===== config.mk =====
export PLATFORM = sky130hd
export DESIGN_NAME = mux_rr_selector
export DESIGN_NICKNAME = d
export VERILOG_FILES = /design/src/rtl/mux_rr_selector.sv
export SDC_FILE = /design/constraint.sdc
export NUM_CORES = 1
export LEC_CHECK = 0
export CAP_MARGIN = 20
export CORE_AREA = 8 8 45 47
export CTS_CLUSTER_DIAMETER = 50
export DETAILED_ROUTE_END_ITERATION = 8
export DIE_AREA = 0 0 53 55
export HOLD_SLACK_MARGIN = 0.08
export SLEW_MARGIN = 20
export SYNTH_ARGS = -nofsm -noshare
export SYNTH_HDL_FRONTEND = slang
export SYNTH_SLANG_ARGS = --single-unit
export TNS_END_PERCENT = 5

===== constraint.sdc =====
create_clock -name i_clk -period 1.8 [get_ports i_clk]
set_input_delay 0.27 -clock i_clk [delete_from_list [all_inputs] [get_ports i_clk]]
set_output_delay 0.27 -clock i_clk [all_outputs]
set_load 0.005 [all_outputs]

===== src/rtl/mux_rr_selector.sv =====
// Round-robin 2:1 request arbiter driving the datapath mux select, with a one-entry registered output slot.
// Define MUX_BURST_EN to let a grant hold for up to BURST consecutive beats.
module mux_rr_selector #(
  parameter int W     = 1,
  parameter int BURST = 4
) (
  input  logic         i_clk,
  input  logic         i_rst_n,
  input  logic [1:0]   i_req,
  input  logic [W-1:0] i_din0,
  input  logic [W-1:0] i_din1,
  output logic [1:0]   o_ack,
  output logic         o_sel,
  output logic [W-1:0] o_y_data,
  output logic         o_y_valid,
  input  logic         i_y_ready,
  output logic         o_busy,
  output logic [1:0]   o_dbg_state
);

  // Handshakes: a beat moves when valid and ready are both high at a rising edge.
  // Sources: i_req is valid, o_ack is ready. Consumer: o_y_valid is valid, i_y_ready is ready.
  localparam logic [1:0] S_IDLE = 2'd0;
  localparam logic [1:0] S_G0   = 2'd1;
  localparam logic [1:0] S_G1   = 2'd2;

  logic [1:0]   r_state;
  logic [1:0]   w_next;
  logic         r_sel;
  logic         r_lp;
  logic         r_y_valid;
  logic [W-1:0] r_y_data;
  logic         w_slot_free;
  logic [1:0]   w_ack;
  logic         w_k;
  logic         w_req_k;
  logic         w_req_o;
  logic         w_xfer;
  logic [1:0]   w_other;

  assign w_slot_free = !r_y_valid || i_y_ready;
  assign w_k         = (r_state == S_G1);
  assign w_req_k     = i_req[w_k];
  assign w_req_o     = i_req[~w_k];
  assign w_xfer      = |w_ack;
  assign w_other     = w_k ? S_G0 : S_G1;

`ifdef MUX_BURST_EN
  localparam int CW = $clog2(BURST) + 1;
  logic [CW-1:0] r_cnt;
  logic [CW-1:0] w_cnt_inc;
  logic          w_burst_done;

  assign w_cnt_inc    = r_cnt + 1'b1;
  assign w_burst_done = (w_cnt_inc >= CW'(BURST));

  // Count restarts on any grant change, in IDLE, and when a full burst re-grants the same source.
  always_ff @(posedge i_clk or negedge i_rst_n) begin
    if (!i_rst_n) begin
      r_cnt <= '0;
    end else if ((r_state == S_IDLE) || (w_next != r_state)) begin
      r_cnt <= '0;
    end else if (w_xfer) begin
      r_cnt <= w_burst_done ? '0 : w_cnt_inc;
    end
  end
`else
  logic w_unused_burst;
  assign w_unused_burst = (BURST < 1);
`endif

  always_ff @(posedge i_clk or negedge i_rst_n) begin
    if (!i_rst_n) begin
      r_state <= S_IDLE;
      r_sel   <= 1'b0;
    end else begin
      r_state <= w_next;
      r_sel   <= (w_next == S_G1);
    end
  end

  always_comb begin
    w_next = r_state;
    case (r_state)
      S_IDLE: begin
        case (i_req)
          2'b01:   w_next = S_G0;
          2'b10:   w_next = S_G1;
          2'b11:   w_next = r_lp ? S_G0 : S_G1;
          default: w_next = S_IDLE;
        endcase
      end
      S_G0, S_G1: begin
        if (!w_req_k) begin
          w_next = w_req_o ? w_other : S_IDLE;
        end else if (w_xfer) begin
`ifdef MUX_BURST_EN
          if (w_burst_done && w_req_o) w_next = w_other;
`else
          if (w_req_o) w_next = w_other;
`endif
        end
      end
      default: w_next = S_IDLE;
    endcase
  end

  always_comb begin
    w_ack    = 2'b00;
    w_ack[0] = (r_state == S_G0) && i_req[0] && w_slot_free;
    w_ack[1] = (r_state == S_G1) && i_req[1] && w_slot_free;
  end

  // A new beat may overwrite a beat being consumed in the same cycle, so no bubble.
  always_ff @(posedge i_clk or negedge i_rst_n) begin
    if (!i_rst_n) begin
      r_y_valid <= 1'b0;
      r_y_data  <= '0;
      r_lp      <= 1'b1;
    end else if (w_ack[0]) begin
      r_y_valid <= 1'b1;
      r_y_data  <= i_din0;
      r_lp      <= 1'b0;
    end else if (w_ack[1]) begin
      r_y_valid <= 1'b1;
      r_y_data  <= i_din1;
      r_lp      <= 1'b1;
    end else if (r_y_valid && i_y_ready) begin
      r_y_valid <= 1'b0;
    end
  end

  assign o_ack       = w_ack;
  assign o_sel       = r_sel;
  assign o_y_data    = r_y_data;
  assign o_y_valid   = r_y_valid;
  assign o_busy      = (r_state != S_IDLE);
  assign o_dbg_state = r_state;

endmodule


### Yosys cells after proc, flatten, opt, wreduce, memory -nomap -nowiden

Cells that the tools add are included.
W data, S select, Z words.

* add/subtract/negate cells: 0
* multipliers: 0
* divide/modulo/power cells: 0
* $lt $le $gt $ge: 2
* equal/unequal tests: 6
* shift-type cells: 0
* muxes and demuxes: 19
* bitwise operators: 1
* reduce and logical (&&, ||, !) cells: 13

Operators by type and width (count)
* $mux W2: 6
* $mux W1: 11
* $eq A2 B2 Y1 const B: 4
* $pmux W2 S3: 1
* $logic_and A1 B1 Y1: 5
* $eq A2 B1 Y1 const B: 2
* $lt A1 B2 Y1 const B: 2
* $pmux W2 S2: 1
* $reduce_bool A2 Y1: 2
* $reduce_or A2 Y1: 2
* $reduce_bool A3 Y1: 1
* $logic_not A2 Y1: 1
* $logic_not A1 Y1: 1
* $logic_or A1 B1 Y1: 1
* $not A1 Y1: 1

* register bits: 6
* latch bits: 0
* RAM bits: 0
* memory bits (read-only): 0
* logic and storage cells: 46
* memories: 0

### Depth between registers and ports, before layout

* depth in word-level cells: 9
* depth in mapped cells: 6
* depth with buffers taken out: 6

### Worst setup path after synthesis

OpenSTA, ideal clock, no wires.

* path kind: reg2reg
* start: register r_state[0], in the netlist o_dbg_state[0]
* end: register r_state[1], in the netlist o_dbg_state[1]
* arrival: 1.474 ns
* required time: 1.669 ns
* path slack: 0.194 ns
* stages on the path, launching flop included: 6
* clock period less this slack: 1.606 ns
* cell sequence: dfrtp_1 -> inv_1 -> ha_1 -> nor4b_1 -> a31o_1 -> or3_1

* longest elaborated chain between the ends: 7
* elaborated cells between the ends (all ways): 19
* those cells by class: 2 x eq/ne; 10 x mux; 7 x reduce/logical

RTL lines
* start: declaration: line 27 `logic [1:0] r_state;`
* start signal: assignment: line 77 `r_state <= w_next;`
* $eq A2 B2 Y1 or $eq A2 B1 Y1 (tied branches)
* $mux W1 (implied by the code), or another cell as far along (2 in series): line 44 `assign w_req_o = i_req[~w_k];`
* $mux W2 or $reduce_or A2 Y1 (tied branches): line 100, 45
* $mux W2: line 96 `end else if (w_xfer) begin`
* $mux W2: line 94 `if (!w_req_k) begin`
* $pmux W2 S2 *: line 84 `case (r_state)`
* via w_next[1]: line 28 `logic [1:0] w_next;`

The timed path passes the listed nets; every way through them passes the cells marked *. The select of a mux whose other input is x is not followed.
A chain may end at the register's enable or synchronous reset.

### Worst setup path after layout

* start: register r_state[1], in the netlist o_dbg_state[1]
* end: output port o_ack[1]

* longest elaborated chain between the ends: 3

RTL lines
* $eq A2 B2 Y1: line 111 `w_ack[1] = (r_state == S_G1) && i_req[1] && w_slot_free;`
* $logic_and A1 B1 Y1 (2 in series): line 111
* end: declaration: line 12 `output logic [1:0] o_ack,`

Every way passes these cells.

==> reports/metrics.cfg <==
[yosys]
syn_inst=48
ys_ff_latch=6
synth_top_area_cell=dfrtp_1
synth_nets=59
synth_top_area_share_pct=27.93
avgSynthCellArea_um2=9.332
synthTopCellsByArea=dfrtp_1, ha_1, a21oi_1
synthesis.area_um2=447.9
yosys_warnings=0
yosysSeqAreaShare_pct=33.80
yosysUniqueCellTypes=27

[timing]
drv_slew=0
fmax_mhz=592.3
period_minus_slack_ps=1688
period_share_pct=93.80
slew_headroom_pct=77.86
rsz0062_at_grt=no
finalSetupTns_ps=0
setup_violations=0
layout_setup_ws_ps=111.6
worst_pin_slew_ps=327.5
fin_skew_ps=3.200
final_hold_viol_count=0

[die]
die_area_um2=2915
start_util_pct=32.37
pin_count=15
die_w_um=53
core_um2=1384
die_height_um=55
row_count=14

[clocking]
cts_sinks=6
clockBufferDepth=2
cts_buffers=3
root_buffer=clkbuf_4
clk_pin_slew_ps=50
clock_latency_ps=240
tritoncts=yes
h-tree-depth=1

[route]
dr.first_iter.drc_count=11
num_vias=468
drc_errors=0
wl_per_cell_um=13.89
drt_first_pass_iters=4
routed_wl_um=1264
ant_nets=0
via_per_inst=5.143

[critical_path]
worstSetupStartpointType=flip-flop
cp_max_fo=3
critical_path_class=flip-flop to output pin
max_stage_delay_ps=410
path_cells=buf_4 > ha_1 > and3_2 > dlygate4sd2_1
worst_setup_path_end_kind=output pin
critPathSlowestCell=dfrtp_1
rr_worst_depth=5
required_ps=1530
r2r_slack_ps=140
reg2reg_from=o_dbg_state[1]
arrival_ps=1420
reg2reg_to=o_dbg_state[1]

[hold_path]
hp-class=primary input to async pin

[placed_design]
dp.cells=85
placed_area_um2=656.9
io_buffers=14
gp_congestion=0.8501
dpl.hpwl_um=937.4
pre_cts_slack_ps=-14.08

[finish]
antennaDiodeCount=0
fill_cells=134
stdcell_area_um2=715.7
multiInputGateArea_um2=271.5
layout_commonest_cell=clkdlybuf4s50_1
drive_above_1_share_pct=28.00
final_cells=91
final_cell_mix=clkdlybuf4s50_1, buf_4, a21oi_1
synthToLayoutAreaGrowth_pct=59.78
seq_area_um2=152.6
final_nets=87

[power_and_ir_drop]
power.leakage_nw=0.3609
p_total_mw=1.034
ir_worst_vdd_mv=0.6848
power.density_nw_per_um2=1445
power_switching_mw=0.3809
internal_power_mw=0.6535
p_seq_share_pct=25.5
swShare_pct=36.82
share_comb_of_total_power_pct=61.6
p_clk_share_pct=12.9

[global_route]
grt_pass1_wl_um=2076
grt_usage_pct=9.435
grt_max_degree=8
gr-total-overflow=0
grt_pass1_vias=483
antenna_found_initial=0

[outcome]
status=finished, final reports clean

[flow_run]
cap_violations=0

power groups by stage:
stage	clock, mW	combinational (mW)	sequential (mW)
2_1_floorplan	0	0.305	0.263
3_3_place_gp	0	0.597	0.260
3_5_place_dp	0	0.594	0.262
4_1_cts	0.141	0.615	0.257
5_1_grt	0.149	0.706	0.270
6_report	0.134	0.637	0.264
how the worst max path moves through the flow:
stage	from	to	slack, ps
global route	o_dbg_state[1]	o_sel	30
global placement	i_y_ready	o_ack[1]	2
finish	o_dbg_state[1]	o_ack[1]	110
detailed placement	i_y_ready	o_ack[1]	-10
CTS	o_dbg_state[1]	o_ack[0]	-50
floorplan	o_dbg_state[0]	o_dbg_state[1]	190
area by class of cell:
| type | instances | share of cell area [%] |
|---|---|---|
| multi-input combinational | 34 | 37.94 |
| sequential | 6 | 21.33 |
| clock buffer | 4 | 3.671 |
| tap | 16 | 2.797 |
| timing repair buffer | 24 | 30.59 |
| inverter | 7 | 3.671 |
state kept, by name (all words and copies together), names as in the netlist:
register     flops
o_dbg_state      2
o_sel            1
o_y_data         1
o_y_valid        1
r_lp             1
Yosys cell counts (all sizes together):
library cell,number
nor3,2
dfstp,1
buf,1
a2111oi,1
nand2b,1
or3,1
nand2,2
nand3,2
inv,7
nor2,1
dfrtp,5
nand3b,1
o22ai,1
a21o,1
o311a,1
o2111a,1
o21ai,2
o21a,1
a31o,1
o211a,1
a21oi,6
mux2i,1
ha,4
o211ai,1
and3,1
nor4b,1
cell families after synthesis:
logic type	count (synthesis)	synth area share, %
adder cells (fa/ha/maj)	4	11.17
multiplexers	1	2.235
AND/OR/NAND/NOR	12	16.76
flip-flops	6	33.80
AO/OA/AOI/OAI	17	27.65
buffers and inverters	8	8.381
critical path: cells and delay by family (launching register included):
kind,cells,cell delay [ps]
adders and majority gates,1,180
buffers and inverters,2,410
DFF,1,410
and+or+nand+nor,1,180
stage by stage:
step                      hold slack [ps]  utilization (%)
after floorplan                    -25.59                -
after global placement              538.1            47.47
after detailed placement            538.9            47.47
after CTS                           277.5            49.82
after global routing                295.0            51.72
final                               273.9            51.72
layer usage:
layer	global-route usage (%)	part of all wire, %
met5	0	0
met4	2.155	1.9
met3	5.080	9.8
met2	17.77	48
met1	8.756	40
repair_timing:
action / in CTS / in global routing
endpoints found under the setup margin: 3 / 2
cloned: 0 / 0
hold buffers: 0 / 0
setup buffers: 1 / 1
resized for setup: 3 / 5
No activity file was read; power rests on OpenSTA's default activity.
